--- src/rtl/mem_bus_arbiter.sv ---
// Arbitrates one SRAM controller port between VGA, CPU data and CPU fetch.
// Bounded VGA priority, per-transaction timeout, sticky timeout flag.
module mem_bus_arbiter #(
  parameter int TIMEOUT       = 64,
  parameter int VGA_BURST_MAX = 4
) (
  input  logic        clk,
  input  logic        rst,
  input  logic        v_req,
  input  logic [31:0] v_addr,
  output logic        v_ack,
  input  logic        i_req,
  input  logic [31:0] i_addr,
  output logic        i_ack,
  input  logic        d_req,
  input  logic        d_we,
  input  logic [31:0] d_addr,
  input  logic [31:0] d_wdata,
  output logic        d_ack,
  output logic [31:0] rdata,
  output logic        mem_req,
  output logic        mem_we,
  output logic [31:0] mem_addr,
  output logic [31:0] mem_wdata,
  input  logic [31:0] mem_rdata,
  input  logic        mem_done,
  output logic        cpu_stall,
  output logic        timeout_err
);

  localparam int CW = (TIMEOUT > 2) ? $clog2(TIMEOUT) : 1;
  localparam int RW = $clog2(VGA_BURST_MAX + 1);
  localparam logic [31:0] BAD = 32'hDEADBEEF;

  typedef enum logic [1:0] {IDLE, BUSY, ACK} state_t;

  state_t        state;
  logic [2:0]    gnt;
  logic [2:0]    pick;
  logic [CW-1:0] cnt;
  logic [RW-1:0] vga_run;
  logic          cpu_turn;
  logic [31:0]   sel_addr;

  // Bit order of pick/gnt: [0] VGA, [1] data, [2] fetch.
  always_comb begin
    pick     = 3'b000;
    cpu_turn = (vga_run == RW'(VGA_BURST_MAX)) && (d_req || i_req);
    if (cpu_turn)   pick = d_req ? 3'b010 : 3'b100;
    else if (v_req) pick = 3'b001;
    else if (d_req) pick = 3'b010;
    else if (i_req) pick = 3'b100;
  end

  always_comb begin
    sel_addr = '0;
    unique case (1'b1)
      pick[0]: sel_addr = v_addr;
      pick[1]: sel_addr = d_addr;
      pick[2]: sel_addr = i_addr;
      default: sel_addr = '0;
    endcase
  end

  assign cpu_stall = (i_req & ~i_ack) | (d_req & ~d_ack);

  always_ff @(posedge clk) begin
    if (rst) begin
      state       <= IDLE;
      gnt         <= '0;
      cnt         <= '0;
      vga_run     <= '0;
      v_ack       <= 1'b0;
      d_ack       <= 1'b0;
      i_ack       <= 1'b0;
      rdata       <= '0;
      mem_req     <= 1'b0;
      mem_we      <= 1'b0;
      mem_addr    <= '0;
      mem_wdata   <= '0;
      timeout_err <= 1'b0;
    end else begin
      unique case (state)
        IDLE: begin
          if (|pick) begin
            gnt       <= pick;
            mem_req   <= 1'b1;
            mem_addr  <= sel_addr;
            mem_we    <= pick[1] & d_we;
            mem_wdata <= pick[1] ? d_wdata : '0;
            cnt       <= '0;
            state     <= BUSY;
            if (!pick[0])
              vga_run <= '0;
            else if (vga_run != RW'(VGA_BURST_MAX))
              vga_run <= vga_run + 1'b1;
          end
        end
        BUSY: begin
          if (mem_done) begin
            mem_req               <= 1'b0;
            {i_ack, d_ack, v_ack} <= gnt;
            if (!mem_we) rdata    <= mem_rdata;
            state                 <= ACK;
          end else if (cnt == CW'(TIMEOUT - 1)) begin
            mem_req               <= 1'b0;
            {i_ack, d_ack, v_ack} <= gnt;
            if (!mem_we) rdata    <= BAD;
            timeout_err           <= 1'b1;
            state                 <= ACK;
          end else begin
            cnt <= cnt + 1'b1;
          end
        end
        ACK: begin
          // Requester still holds req this cycle; no grant here.
          {i_ack, d_ack, v_ack} <= 3'b000;
          state                 <= IDLE;
        end
        default: state <= IDLE;
      endcase
    end
  end

endmodule

--- config.mk ---
export PLATFORM = sky130hd
export DESIGN_NAME = mem_bus_arbiter
export DESIGN_NICKNAME = d
export VERILOG_FILES = /design/src/rtl/mem_bus_arbiter.sv
export SDC_FILE = /design/constraint.sdc
export NUM_CORES = 1
export LEC_CHECK = 0
export CORE_ASPECT_RATIO = 1.75
export CORE_UTILIZATION = 39
export CTS_CLUSTER_DIAMETER = 50
export CTS_CLUSTER_SIZE = 16
export DETAILED_ROUTE_END_ITERATION = 16
export PLACE_DENSITY = 0.81
export SKIP_CTS_REPAIR_TIMING = 1
export SLEW_MARGIN = 20
export SYNTH_ARGS = -nofsm -noshare
export SYNTH_HDL_FRONTEND = slang
export SYNTH_SLANG_ARGS = --single-unit
--- constraint.sdc ---
create_clock -name clk -period 2.1 [get_ports clk]
set_input_delay 0.42 -clock clk [delete_from_list [all_inputs] [get_ports clk]]
set_output_delay 0.42 -clock clk [all_outputs]
set_load 0.01 [all_outputs]
# Word-level counts from Yosys, hierarchy flattened
# Index checks and enable logic that the tools add are counted.
[op_classes] n_addsub=2 eq_ne=12 n_mux=34 n_bitwise=7 reduce_logical=15
[ops] operator="32-bit two-way mux" n=5
[ops] operator="32-bit one-hot mux with 3 select lines" n=1
[ops] operator="3-bit two-way mux" n=7
[ops] operator="6-bit two-way mux" n=3
[ops] operator="6-bit one-hot mux with 2 select lines" n=1
[ops] operator="2-bit != test, second input constant" n=5
[ops] operator="1-bit two-way mux" n=9
[ops] operator="3-bit AND reduction" n=3
[ops] operator="1-bit one-hot mux with 2 select lines" n=4
[ops] operator="4-bit AND reduction" n=2
[ops] operator="6-bit by 1-bit adder with 6-bit output, second input constant" n=1
[ops] operator="6-bit equality test, second input constant" n=1
[ops] operator="2-bit two-way mux" n=3
[ops] operator="3-bit != test, second input constant" n=2
[ops] operator="2-bit AND reduction" n=3
[ops] operator="2-bit nonzero test" n=3
[ops] operator="2-bit one-hot mux with 2 select lines" n=1
[ops] operator="3-bit by 1-bit adder with 3-bit output, second input constant" n=1
[ops] operator="1-bit AND" n=3
[ops] operator="3-bit equality test, second input constant" n=1
[ops] operator="1-bit NOT" n=3
[ops] operator="3-bit OR reduction" n=1
[ops] operator="2-bit by 1-bit equality test with 1-bit output, second input constant" n=1
[ops] operator="2-bit equality test, second input constant" n=1
[ops] operator="5 further kinds" n=5
[word_totals] ff_bits=116 in_bits=167 wordCells=83

# Logic depth before layout (Yosys ltp)
# Gate-level depths: netlist of the first run.
[depth] word_depth=7 depth_mapped=9 ltp_nobuf=6

# Least setup slack after synthesis of the first run
# OpenSTA, ideal clock, no wires.
[synth_path] path_type="register to register" start="reg vga_run[0]" end="reg mem_wdata[25]" arrival_time_ns=1.560 slack_ns=0.413 path_stages_with_launch=10 cell_sequence="dfxtp_1 -> inv_1 -> ha_1 -> a21bo_1 -> clkbuf_1 -> and3_1 -> buf_2 -> buf_2 -> a22oi_1 -> nor2_1"
[synth_between] elab_chain_cells=5
[synth_rtl] element="start, declared" line="41" rtl="logic [RW-1:0] vga_run;"
[synth_rtl] element="start signal, assigned" line="96" rtl="vga_run <= vga_run + 1'b1;"
[synth_rtl] element="3-bit equality test (*)" line="48" rtl="cpu_turn = (vga_run == RW'(VGA_BURST_MAX)) && (d_req || i_req);"
[synth_rtl] element="1-bit logical AND (*)" line="48"
[synth_rtl] element="3-bit two-way mux (*)" line="49" rtl="if (cpu_turn) pick = d_req ? 3'b010 : 3'b100;"
[synth_rtl] element="3-bit OR reduction" line="85" rtl="if (|pick) begin"
[synth_rtl] element="2-bit AND reduction (no source line)"
[synth_rtl] element="end signal, assigned" line="90" rtl="mem_wdata <= pick[1] ? d_wdata : '0;"
[synth_rtl] element="end, declared" line="24" rtl="output logic [31:0] mem_wdata,"
# Mark *: on every way between the ends. The rest lies on a longest branch, timed or not.
# A chain may end at the register's enable or synchronous reset.

# Final worst setup path of the first run
[layout_path] start="reg mem_we" end="out mem_we"
[layout_lines] element="start, declared" line="22" rtl="output logic mem_we,"
[layout_lines] element="start signal, assigned" line="89" rtl="mem_we <= pick[1] & d_we;"
# No word-level cell between the ends.

==> out/results.txt, run 1 <==
The number of nets handed over by synthesis was 717. For the worst setup path, the data required time is 1.68 ns. The share of cells above drive strength 1 came out at 7.70%. 0 antenna diodes ended up in the layout.

The number of cells on the critical path works out to 1. The first global-routing pass estimated 25200 µm of wire. The least setup slack across all paths after layout came out at 0.294 ns.

The floorplan step defined a core boundary enclosing 12000 µm². For the placer's final routability congestion estimate, the log shows 0.825. Layout filler cell count: 940. The worst setup path is captured at an output port. The die is 149 µm tall. The number of flops mapped to enable cells by yosys was 0. The internal power of the cells totals 5.15 mW. Setup repair after global routing left no endpoint under its margin. The slowest stage cell on the critical path is clkdlybuf4s50_1.

The share of Yosys cell area claimed by the top area cell type works out to 48.4%. TritonCTS built the clock tree. Traced cell by cell, the critical path runs through clkdlybuf4s50_1. The switching component of the power came out at 1.67 mW.

The clock passes through at most 2 buffers. The tools report the clock sink count as 116. After detailed routing, the average wire length per cell comes to 16.1 µm.

The number of placement rows is 53, and the combined buffer and inverter count along the critical path is 1. From synthesis to final layout, the design area changed by 74.5%. STA puts the critical path data arrival time at 1.39 ns. The run gives 0 as the number of synthesis warnings. The share of synthesized registers carrying an async set or reset came out at 0%. Synthesis inferred 116 register bits. Startpoint type of the worst setup path: a flip-flop. CTS placed an instance of clkbuf_16 at the clock tree root. The most common cell in the synthesized netlist is dfxtp_1. For the remaining max-slew budget at the tightest pin, the log shows 66.3%. After synthesis, flip-flops and latches occupy 48.4% of the total area. The run gives 975 as the number of nets in the final layout. The routed layout has 5277 vias.

The setup path with the least slack is of type reg -> out. The clock buffer count from CTS was 17; the cell count of the worst hold path was 2. The portion of total power attributed to combinational logic came out at 19.8%. Clock-pin slew was measured on the worst setup and hold paths at 0.06 ns. For the pin with the worst max-slew slack, the measured transition is 0.502 ns.

Broken down by cell family, the worst path's largest delay share belongs to buffers and inverters. The logs give 4800 µm² for the area of the mapped netlist and 2320 µm² for the total area of sequential cells. Setup skew after layout: 0.00945 ns.

The flow ran to the end, and the final reports show no timing, DRC or antenna violations. The number of remaining DRC errors is 0. The total overflow left after global routing is 0. Setup violations remaining at the end of the flow were counted as 0.

The min-delay analysis places its worst path in the category reg -> reg. Entering global routing, the biggest net connects 49 pins. The run gives 0 as the number of hold-slack violations in the final timing report. The number of cells produced by synthesis came out at 547.

The synthesized netlist contains 43 unique library cells. The largest area contributor in the netlist was dfxtp_1. The logs give 0 for the count of nets left with antenna violations after detail routing and 0.000529 V for the maximum vdd ir drop. Derived from the worst setup path, the maximum achievable clock frequency is 0.554 GHz.

The share of total power dissipated in the clock network is 44.3%. Measured in cells, the most critical reg-to-reg path has a length of 4. Switching part of the total power: 24.5%. After detailed routing, the number of vias per cell comes to 5.37. The final HPWL from detailed placement was 11900 µm. Cells fill 69.8% of the core in the end. The average footprint of a synthesized cell is 8.77 µm², and the initial core utilization is 40.0%. After synthesis, the cell types taking the most area are dfxtp_1 (48%), nor2_1 (8.1%), a22oi_1 (6.6%), nor3_1 (6.0%), a221oi_1 (5.8%). The die covers 12800 µm². The number of I/O port buffers was 269; the total of max-cap violations was 0.

In this run the worst path has a maximum fanout of 5. The logs give -0.0905 ns for the pre-CTS setup slack and 6 for the first-pass detailed-route iteration total. After detailed routing, the total wire length is 15800 µm.

The main flop type after synthesis is dfxtp_1. Global routing used 25.0% of the available tracks. The total power divided by cell area was 815 nW/µm². After layout, the worst path uses 86.0% of the clock period. Counting instances in the post-synthesis netlist gives the leading cell types as dfxtp_1 (116), nor2_1 (103), nor3_1 (58). 270 I/O pins were placed.

In the final layout, the multi-input gates occupy 2230 µm². Per report_power, the sequential group accounts for 35.9% of the total. The number of global-route vias before repair was 5357; the H-tree depth was 4.

The clock reaches the later pin of the worst-skew pair after 0.40 ns. The number of antenna violations at the first check in global routing came out at 0. Measured along the x axis, the die boundary spans 85.9 µm.

Minimum period implied by the final worst setup slack: 1.81 ns. In this run the static leakage power is 3.12 nW. For this run, the slowest stage of the critical path takes 0.57 ns. The run gives 0 as the number of pins with negative max-slew slack in the final report. The count of routing violations after the opening detailed-route iteration is 190.
-- placed cells by master, fill, tap and decap left out, types with 2 or more instances in the layout --
master,netlist,final
clkdlybuf4s50_1,0,267
dfxtp_1,116,116
nor2_1,103,103
nor3_1,58,58
a22oi_1,42,42
a22o_1,32,32
a221oi_1,32,32
nor2b_1,25,24
buf_4,2,18
clkbuf_16,0,17
a21oi_1,17,16
inv_1,7,7
nand2_1,7,7
nand3_1,7,7
buf_12,0,7
o21ai_0,6,6
nand2b_1,4,4
a31oi_1,4,4
bufinv_16,0,4
nand4_1,3,3
o2111ai_1,3,3
ha_1,3,3
clkinvlp_4,0,3
and4bb_2,2,2
o211ai_1,2,2
clkbuf_1,35,2
clkinv_2,0,2
clkinv_4,0,2
-- final cells by class --
cell class | count | share of cell area [%]
clock buffers | 20 | 5.33
inverters | 7 | 0.314
clock inverters | 12 | 2.14
well taps | 165 | 2.46
repair buffers | 293 | 35.3
flip-flops and latches | 116 | 27.7
multi-input cells | 370 | 26.7
-- metal layers --
metal  GRT usage [%]  vias up  share of wire, %
met5               0        -                 0
met4            16.2        0               5.3
met3            6.75       58               5.8
met2            44.6      240                54
met1            25.0     2462                35
li1                -     2517                 -
-- per-stage QoR --
stage / setup TNS (ns) / hold slack [ns] / power, mW / area (µm²) / cells
4_1_cts: -0.0905 / 0.466 / 6.89 / 8370 / 983
3_5_place_dp: -1.25 / 0.463 / 3.84 / 7750 / 951
5_1_grt: 0 / 0.489 / 7.12 / 8380 / 983
6_report: 0 / 0.484 / 6.83 / 8380 / 983
2_1_floorplan: 0 / 0.432 / 3.05 / 4800 / 547
3_3_place_gp: -0.0808 / 0.454 / 3.80 / 7750 / 951
-- path summary, 6_finish.rpt --
check / from / endpoint / slack (ns)
setup / recovery: mem_we / mem_we / 0.29
hold / removal: gnt[2] / gnt[2] / 0.48
setup reg to reg: state[0] / rdata[30] / 0.30
hold reg to reg: gnt[2] / gnt[2] / 0.48
-- power groups by stage --
stage          clock network (mW)  registers (mW)  logic (mW)
5_1_grt                      3.20            2.47        1.45
3_3_place_gp                    0            2.49        1.31
2_1_floorplan                   0            2.55       0.500
3_5_place_dp                    0            2.49        1.35
4_1_cts                      3.08            2.45        1.35
6_report                     3.03            2.45        1.35
-- sequential cells by signal, indices dropped and copies added, names as in the netlist --
| register | cells |
|---|---|
| state | 2 |
| gnt | 3 |
| i_ack | 1 |
| timeout_err | 1 |
| cnt | 6 |
| mem_addr | 32 |
| rdata | 32 |
| mem_req | 1 |
| mem_we | 1 |
| v_ack | 1 |
| vga_run | 3 |
| mem_wdata | 32 |
| d_ack | 1 |
-- logic make-up after synthesis --
group,after synthesis,synth area share [%]
and+or+nand+nor,218,21.6
DFF,116,48.4
xor gates and xnor gates,1,0.183
buffers and inverters,61,5.47
adders and majority gates,3,0.782
AOI/OAI and AO/OA,148,23.6
(Power assumes the default switching activity.)
==> run 2: changes to the inputs <==
--- a/config.mk
+++ b/config.mk
@@ -6,11 +6,11 @@
 export NUM_CORES = 1
 export LEC_CHECK = 0
 export CORE_ASPECT_RATIO = 1.75
-export CORE_UTILIZATION = 39
+export CORE_UTILIZATION = 35
 export CTS_CLUSTER_DIAMETER = 50
 export CTS_CLUSTER_SIZE = 16
 export DETAILED_ROUTE_END_ITERATION = 16
-export PLACE_DENSITY = 0.81
+export PLACE_DENSITY = 0.77
 export SKIP_CTS_REPAIR_TIMING = 1
 export SLEW_MARGIN = 20
 export SYNTH_ARGS = -nofsm -noshare
==> constraint.sdc (replaced) <==
create_clock -name clk -period 1.5 [get_ports clk]
set_input_delay 0.3 -clock clk [delete_from_list [all_inputs] [get_ports clk]]
set_output_delay 0.3 -clock clk [all_outputs]
set_load 0.01 [all_outputs]
==> out/results.txt, run 2 (synthesized netlist as in run 1, its figures left out) <==
The run finished, with violations left. The checks that failed: setup timing. The cell family contributing the most delay on the critical path is compound AO/OA/AOI/OAI gates. For the clock buffer count from CTS, the log shows 17 (unchanged). In the finished design, the share of the clock period the worst path needs comes to 106%.

The wire length of the first global-routing pass is 26800 µm (+6.6%), and the final setup TNS is -0.611 ns (-0.611 ns). Endpoint type of the worst setup path: a flip-flop. Number of I/O port buffers: 269 (unchanged).

The worst setup path category was reg -> reg. Setup repair after global routing could not meet its margin everywhere. The placer's final routability congestion estimate is 0.838 (+1.6%), and the depth of the most critical reg-to-reg path is 7 (+3). The hold path startpoint is rst.

The total of max-cap violations is 0 (unchanged). The cell area reported after detailed placement is 8190 µm² (+5.7%). The vertical extent of the die is 157 µm (+5.5%), and the sequential share of power is 35.7% (-0.2 points). TritonCTS built the clock tree. The clock input transition at the sequential cells of the worst setup and hold paths works out to 0.05 ns (about the same). The root buffer cell chosen for the clock tree is clkbuf_16.

The run gives 1.88 ns (+0.49 ns) as the arrival time of the worst setup path. The die outline area was 14200 µm² (+11%); the count of routing violations after the opening detailed-route iteration was 296 (+56%). The number of nets in the final layout is 1007 (+3.3%), and the portion of total power attributed to combinational logic is 24.3% (+4.5 points). The run gives 908 (-3.4%) as the layout filler cell count. The share of cells above drive strength 1 works out to 23.4% (+16 points). Met3 layer wire length in the routed design: 863 µm (-6.3%).

Final HPWL from detailed placement: 13000 µm (+9.2%). The worst path in the final design needs a cycle of 1.59 ns, including I/O delays and setup. For the number of antenna violations at the first check in global routing, the log shows 1 (+1).

Number of vias per cell: 5.40 (+0.66%). The total power divided by cell area came out at 998 nW/µm² (+22%). STA classifies the critical path startpoint as a flip-flop.

The power after layout was 9.61 mW (+41%); the maximum cell stage delay along the critical path was 0.32 ns (-0.25 ns). For the total wire length, the log shows 19300 µm (+22%). The area of the core was 13400 µm² (+11%).

The most common cell after layout, fill and taps aside was clkdlybuf4s50_1. The final cell count without fillers is 1025 (+4.3%), and the count of nets left with antenna violations after detail routing is 0 (unchanged). The number of setup violations in the final report was 24 (+24).

The horizontal extent of the die was 90.5 µm (+5.4%). The total routed wire length on the met1 layer came out at 6780 µm (+23%). The insertion delay to the later sink of the worst-skew pair was 0.41 ns (about the same); the worst hold slack was 0.270 ns (-0.214 ns). The cell total after placement is 981 (+3.2%).

The vias after detailed routing came out at 5539 (+5.0%). The total grt overflow came out at 0 (unchanged). The cell count of the worst hold path was 2 (unchanged); the number of hold-slack violations in the final timing report was 0 (unchanged). Static timing analysis puts the maximum clock frequency at 0.628 GHz. The per-cell routed wire length came out at 18.8 µm (+17%). Slowest stage cell on the critical path: dfxtp_2.

Endpoint of the worst hold-timing path: cnt[3]. The largest registers in the layout are mem_addr (32), mem_wdata (32), rdata (32). Terminus of the critical flop-to-flop path: mem_addr[13]. The wire length on met2 came out at 10800 µm (+26%). The top cell types in the final layout, fill and taps aside, are clkdlybuf4s50_1 (162), dfxtp_1 (109), dlymetal6s2s_1 (105), nor2_1 (98), nor3_1 (47). The least setup slack across all paths after layout was -0.0923 ns (-0.387 ns). The measured slew at the worst slew-check pin works out to 0.344 ns (-0.158 ns). The leakage power is 5.15 nW (+65%), and the number of remaining DRC errors is 0 (unchanged).

The highest metal layer with signal wires is met4. The run gives 2.62 mW (+56%) as the switching component of the power. The switching part of the total power is 27.2% (+2.7 points). The clock sink count came out at 116 (unchanged). Maximum vdd ir drop: 0.000793 V (+50%). The highest net fanout along the worst path works out to 8 (+3). The tools report the pre-CTS setup slack as -0.506 ns (-0.415 ns). The initial core utilization is 35.9% (-4.1 points), and the cell internal power dissipation is 7.00 mW (+36%). Walking the worst path, the cells encountered are inv_2, ha_4, nand2_4, o21a_4, buf_12, a221oi_1, nor3_1.

The buffer levels on the longest clock path was 2 (unchanged); the pin count of the biggest net entering global routing was 46 (-6.1%). The tools report the launch point of the worst reg-to-reg path as vga_run[0]. The number of placement rows is 56 (+5.7%). The logs give 0.00784 ns (-0.00160 ns) for the setup skew after layout and 4 (unchanged) for the H-tree depth.

The logs give 72.0% (+2.2 points) for the post-layout utilization of the core and -0.09 ns (-0.39 ns) for the slack of the worst reg-to-reg path. The required time of the worst setup path was 1.78 ns (+0.10 ns). The logs give 5 (-1) for the first-pass detailed-route iteration total and 5420 (+1.2%) for the number of global-route vias before repair. The total track usage is 24.0% (-1.0 points).

The min-delay analysis places its worst path in the category in -> reg. Area overhead of the layout relative to synthesis: 101%. For the number of top-level design ports, the log shows 270 (unchanged). The tools report the cell area after layout as 9640 µm² (+15%). The combined buffer and inverter count along the critical path was 2 (+1); the part of the total power dissipated in the clock network was 40.0% (-4.3 points). For the remaining max-slew budget at the tightest pin, the log shows 77.1% (+11 points). The number of pins with negative max-slew slack in the final report came out at 0 (unchanged).
[run 2: changes by cell type in the layout (fill, tap and decap cells not counted), moves of 9 or more]
cell / before / now
clkdlybuf4s50_1: 267 / 162
dlymetal6s2s_1: 1 / 105
a22oi_1: 42 / 9
a22oi_2: 0 / 33
a221oi_1: 32 / 4
a221oi_2: 0 / 19
buf_4: 18 / 32
nor3_1: 58 / 47
nor3_2: 0 / 11
a221oi_4: 0 / 9
[run 2: power by group through the flow]
stage	Clock (mW)	Sequential [mW]	Combinational (mW)
after global routing	4.08	3.45	2.48
final	3.85	3.43	2.34
after global placement	0	3.48	2.03
after CTS	3.93	3.43	2.10
after detailed placement	0	3.49	2.08
after floorplan	0	3.57	0.803
[run 2: worst max-delay path by stage]
stage,from,end,slack (ns),cells after the start
global route,vga_run[0],mem_addr[13],-0.16,7
global placement,d_req,cpu_stall,-0.49,4
detailed placement,d_req,cpu_stall,-0.51,4
floorplan,vga_run[0],mem_wdata[25],-0.02,9
CTS,i_req,cpu_stall,-0.51,4
finish,vga_run[0],mem_addr[13],-0.09,7
[run 2: layer usage]
layer	GRT usage (%)	vias to the layer above
met5	0	-
met4	13.5	0
met3	5.65	56
met2	45.6	226
met1	23.4	2673
li1	-	2584
[run 2: cell type report]
type,count,area [µm²],area share (%)
Timing Repair Buffer,325,3640,37.8
Multi-Input combinational cell,370,2840,29.4
Sequential cell,116,2330,24.2
Clock buffer,21,470,4.88
Tap cell,174,218,2.26
Clock inverter,11,104,1.08
Inverter,7,26.3,0.273
Antenna cell,1,2.50,0.0260
